`config.mk`:
```
export PLATFORM = sky130hd
export DESIGN_NAME = sseg_scan_controller
export DESIGN_NICKNAME = d
export VERILOG_FILES = /design/src/rtl/sseg_pkg.sv /design/src/rtl/bcd_to_sseg.sv /design/src/rtl/sseg_scan_controller.sv
export SDC_FILE = /design/constraint.sdc
export NUM_CORES = 1
export LEC_CHECK = 0
export BUFFER_PORTS_ARGS = -buffer_cell sky130_fd_sc_hd__buf_2
export CAP_MARGIN = 20
export CORE_ASPECT_RATIO = 1.5
export CORE_UTILIZATION = 33
export CTS_CLUSTER_DIAMETER = 80
export DETAILED_ROUTE_END_ITERATION = 10
export GPL_ROUTABILITY_DRIVEN = 1
export SYNTH_ARGS = -nofsm -noshare
export SYNTH_HDL_FRONTEND = slang
export SYNTH_SLANG_ARGS = --single-unit
export TNS_END_PERCENT = 20
```
`constraint.sdc`:
```
create_clock -name clk -period 6.87 [get_ports clk]
set_clock_uncertainty 0.05 [all_clocks]
set_input_delay 0.3435 -clock clk [delete_from_list [all_inputs] [get_ports clk]]
set_output_delay 0.3435 -clock clk [all_outputs]
set_load 0.005 [all_outputs]
```
`src/rtl/sseg_pkg.sv`:
```
// Shared glyphs, anode constants and scan FSM state for the seven-segment scan controller.
// All segment encodings are active-low {g,f,e,d,c,b,a}.
package sseg_pkg;

    localparam logic [6:0] SEG_0    = 7'b1000000;
    localparam logic [6:0] SEG_1    = 7'b1111001;
    localparam logic [6:0] SEG_2    = 7'b0100100;
    localparam logic [6:0] SEG_3    = 7'b0110000;
    localparam logic [6:0] SEG_4    = 7'b0011001;
    localparam logic [6:0] SEG_5    = 7'b0010010;
    localparam logic [6:0] SEG_6    = 7'b0000010;
    localparam logic [6:0] SEG_7    = 7'b1111000;
    localparam logic [6:0] SEG_8    = 7'b0000000;
    localparam logic [6:0] SEG_9    = 7'b0010000;
    localparam logic [6:0] SEG_DASH = 7'b0111111;
    localparam logic [6:0] SEG_OFF  = 7'b1111111;

    localparam logic [3:0] AN_OFF = 4'b1111;

    typedef enum logic {
        BLANK = 1'b0,
        DRIVE = 1'b1
    } state_t;

    typedef struct packed {
        logic [3:0]  dp;
        logic [15:0] bcd;
    } disp_t;

endpackage

```
`src/rtl/bcd_to_sseg.sv`:
```
// Combinational BCD digit to active-low seven-segment glyph; codes 10-15 show a dash.
module bcd_to_sseg
    import sseg_pkg::*;
(
    input  logic [3:0] bcd,
    output logic [6:0] seg
);

    always_comb begin
        seg = SEG_DASH;
        case (bcd)
            4'd0: seg = SEG_0;
            4'd1: seg = SEG_1;
            4'd2: seg = SEG_2;
            4'd3: seg = SEG_3;
            4'd4: seg = SEG_4;
            4'd5: seg = SEG_5;
            4'd6: seg = SEG_6;
            4'd7: seg = SEG_7;
            4'd8: seg = SEG_8;
            4'd9: seg = SEG_9;
            default: seg = SEG_DASH;
        endcase
    end

endmodule

```
`src/rtl/sseg_scan_controller.sv`:
```
// Four-digit common-anode scan controller: blank-guarded digit slots, frame-atomic value
// commit, leading-zero suppression. Outputs are registered from the next-state values.
module sseg_scan_controller
    import sseg_pkg::*;
#(
    parameter int SCAN_DIV     = 49999,
    parameter int BLANK_CYCLES = 2500
) (
    input  logic        clk,
    input  logic        rst,
    input  logic [15:0] bcd_in,
    input  logic [3:0]  dp_in,
    input  logic        blank_lz,
    input  logic        load,
    output logic [3:0]  an,
    output logic [6:0]  sseg,
    output logic        dp,
    output logic        frame_done
);

    localparam int CW = (SCAN_DIV < 1) ? 1 : $clog2(SCAN_DIV + 1);

    state_t        state, state_nx;
    logic [CW-1:0] cnt, cnt_nx;
    logic [1:0]    idx, idx_nx;
    disp_t         pend, act;

    logic          slot_end, commit;
    logic [3:0]    digit;
    logic [6:0]    glyph;
    logic [3:0]    zero, sup;
    logic          suppress;

    assign slot_end = (cnt == CW'(SCAN_DIV));
    assign commit   = slot_end && (idx == 2'd3);

    always_comb begin
        state_nx = state;
        cnt_nx   = cnt + 1'b1;
        idx_nx   = idx;
        case (state)
            BLANK: if (cnt == CW'(BLANK_CYCLES - 1)) state_nx = DRIVE;
            DRIVE: if (slot_end) begin
                state_nx = BLANK;
                cnt_nx   = '0;
                idx_nx   = idx + 2'd1;
            end
            default: state_nx = BLANK;
        endcase
    end

    // A digit is suppressed only when it and every more-significant digit are zero.
    always_comb begin
        for (int k = 0; k < 4; k++) zero[k] = (act.bcd[4*k +: 4] == 4'd0);
        sup[3] = zero[3];
        sup[2] = sup[3] & zero[2];
        sup[1] = sup[2] & zero[1];
        sup[0] = 1'b0;
    end

    assign digit    = act.bcd[4*idx_nx +: 4];
    assign suppress = blank_lz && sup[idx_nx];

    bcd_to_sseg u_dec (
        .bcd (digit),
        .seg (glyph)
    );

    always_ff @(posedge clk) begin
        if (rst) begin
            state      <= BLANK;
            cnt        <= '0;
            idx        <= 2'd0;
            pend       <= '0;
            act        <= '0;
            an         <= AN_OFF;
            sseg       <= SEG_OFF;
            dp         <= 1'b1;
            frame_done <= 1'b0;
        end else begin
            state <= state_nx;
            cnt   <= cnt_nx;
            idx   <= idx_nx;
            if (load) pend <= '{dp: dp_in, bcd: bcd_in};
            // A load coinciding with the commit goes straight to the display.
            if (commit) act <= load ? '{dp: dp_in, bcd: bcd_in} : pend;
            frame_done <= (cnt_nx == CW'(SCAN_DIV)) && (idx_nx == 2'd3);
            if (state_nx == DRIVE) begin
                an   <= ~(4'b0001 << idx_nx);
                sseg <= suppress ? SEG_OFF : glyph;
                dp   <= ~act.dp[idx_nx];
            end else begin
                an   <= AN_OFF;
                sseg <= SEG_OFF;
                dp   <= 1'b1;
            end
        end
    end

endmodule
```
==> metrics.txt <==
core outline area=0.00969 mm2; ys flop type=dfxtp_1; Yosys top cell by area=dfxtp_1; Worst VDD drop=149 uV; antenna violations before repair=0; R2R Path End=sseg[0]; Multi-input gate area=0.00169 mm2; Routed Antenna Nets=0; per-cell routed wire length=12.7 um; Top Ports=37; Final Setup Violations=0; Worst setup EP type=flip-flop; hold endpoint=pend[1]; DRT iter0 DRCs=118; first-pass GRT wire length=11,400 um; Cell Area, Synth=0.00328 mm2; Final #Nets=434; H-tree levels=3; P per Cell Area=244 mW/mm2; R2R setup slack=3.96 ns; clock sink count=72; ys async rst share=0%; pin count of the biggest net entering global routing=49; post-synthesis instance total=383; Hold Path Depth=3; Port Buffers=36; number of enable flip-flop cells after synthesis=0; area share of the largest cell type after synthesis=43.9%; num rows=44; clock period minus worst slack=2.91 ns; die height=124 um; Filler cells=971; Hold Crit Start=bcd_in[1]; max-cap viol count=0; Setup crit start=idx[0]; hpwl dp=4680 um; final period utilization=42.4%; YS warnings=0; syn avg cell area=8.57 um2; synth cell count leaders=nor2_1 (90), dfxtp_1 (72), a21oi_1 (31); RSZ-0062 raised after global routing=no; vias in the first global route=2,523; Resized cells post-CTS=0; critical path fanouts, max=18; Seq. cell area=0.00144 mm2; R2R depth=9; setup TNS=0 ns; Hold WS=0.224 ns; CTS tree=yes; Slew @ Worst Pin=0.845 ns; WP data arrival=3.07 ns; Critical Path Start Type=flip-flop; most frequent cell after synthesis=nor2_1; Skew-Pair Late Insertion Delay=0.33 ns; Post-Syn Nets=409; Vias=2,676; Area growth syn-to-layout=15.1%; largest family of logic cells by synthesized area=simple AND/OR/NAND/NOR gates; GR Util All Layers=13.8%; M1 WL=3130 um; setup bufs post-CTS=0; Post-Synth XOR/XNOR Area=4.00%; hold crit path type=in2reg; Starting Density=33.9%; met3 routed WL=276 um; Clock Root Buffer=clkbuf_16; die area=0.0104 mm2; routability congestion estimate=0.842; Worst Path Required=7.03 ns; sequential fraction of the synthesis area=43.9%; DRC viols=0; synthesized flop and latch total=72; top layer in use=met4; Clock transition at path regs=0.06 ns; Peak Freq=343 MHz; top cells by area, synth=dfxtp_1 (44%), nor2_1 (10%), mux2i_1 (6.4%); Post-Synth Adder-Cell Area=0.762%; # hold bufs at CTS=0; outcome=completed; final WL=6660 um; Lkg Pwr=0.00154 uW; DR WL met2=3080 um; mux cell area share after synthesis=7.09%; global route overflow=0; Synth Area in Compound Gates=14.4%; Antenna Cells=0; RR Startpoint=idx[0]; fin. max-slew vios=0; worst relative slew slack=43.6%; layout cells sized above 1=15.8%; Synth cell types=54; clock buffer depth=2; Post-Synth Simple-Gate Area=25.4%; Crit Path Class=reg2reg; Die W=83.4 um; drt via density=5.09; First-pass DRT Iterations=4; CTS Buf Count=9; Final Hold Vio Count=0
[worst max-delay path by stage]
stage | to | cells past startpoint
3_3_place_gp | sseg[1] | 9
4_1_cts | sseg[0] | 9
6_report | sseg[0] | 9
5_1_grt | sseg[0] | 9
2_1_floorplan | sseg[1] | 10
3_5_place_dp | sseg[0] | 8
[power by group]
part	internal, uW	switching (uW)	leakage [uW]
Clock	296	165	0.000143
Combinational	13.7	18.2	0.000814
Sequential	426	2.95	0.000585
[layout make-up]
| type | instances | share of cell area (%) |
|---|---|---|
| Clock buffer | 11 | 6.69 |
| Multi-Input combinational cell | 284 | 44.8 |
| Clock inverter | 3 | 1.13 |
| Timing Repair Buffer | 37 | 4.97 |
| Tap cell | 115 | 3.81 |
| Inverter | 4 | 0.397 |
| Sequential cell | 72 | 38.2 |
[layout by cell type, fill, tap and decap left out, types with 3 or more instances in the layout]
master	instances
nor2_1	90
dfxtp_1	72
buf_2	36
a21oi_1	31
nand2_1	30
mux2i_1	21
and3_1	12
xnor2_1	10
nand3_1	9
clkbuf_16	9
o211ai_1	6
o21ai_1	6
xor2_1	5
inv_1	4
and2_1	4
or3b_1	4
o21ai_0	4
nand2b_1	4
a211oi_1	3
a221o_1	3
nor4_1	3
o22ai_1	3
[cell families (layout without fill, tap and decap cells)]
kind of cell,after synthesis,count (layout)
fa+ha+maj,2,2
mux,23,23
buf+inv,27,55
simple gates,175,175
compound gates,69,69
flops,72,72
xor+xnor,15,15
[layer usage]
| metal | global-route usage (%) | vias up |
|---|---|---|
| met5 | 0 | - |
| met4 | 8.16 | 0 |
| met3 | 3.84 | 12 |
| met2 | 22.0 | 59 |
| met1 | 16.8 | 1224 |
| li1 | - | 1381 |
[state kept, by name, summed over array words and instances (netlist names)]
signal	count
sseg	7
pend	20
frame_done	1
an	4
idx	2
state	1
act	20
cnt	16
dp	1
[worst max-delay path: stages (launching register included)]
cell      delay, ns
dfxtp_1        0.66
ha_1           0.44
nor2_1         0.11
and2_1         0.19
o211ai_1       0.15
or3b_1         0.41
a221oi_2       0.35
nand2_1        0.17
o22ai_1        0.19
nand2_1        0.07
[per-stage QoR]
step	std cells	power (uW)	util [%]	setup slack, ns	instance area [um2]
global route	526	954	39.0	3.72	3780
finish	526	922	39.0	3.96	3780
detailed placement	512	471	35.9	4.02	3480
floorplan	383	459	-	4.43	3280
CTS	526	933	39.0	4.01	3780
global placement	512	470	35.9	4.14	3480
(Power assumes the default switching activity.)
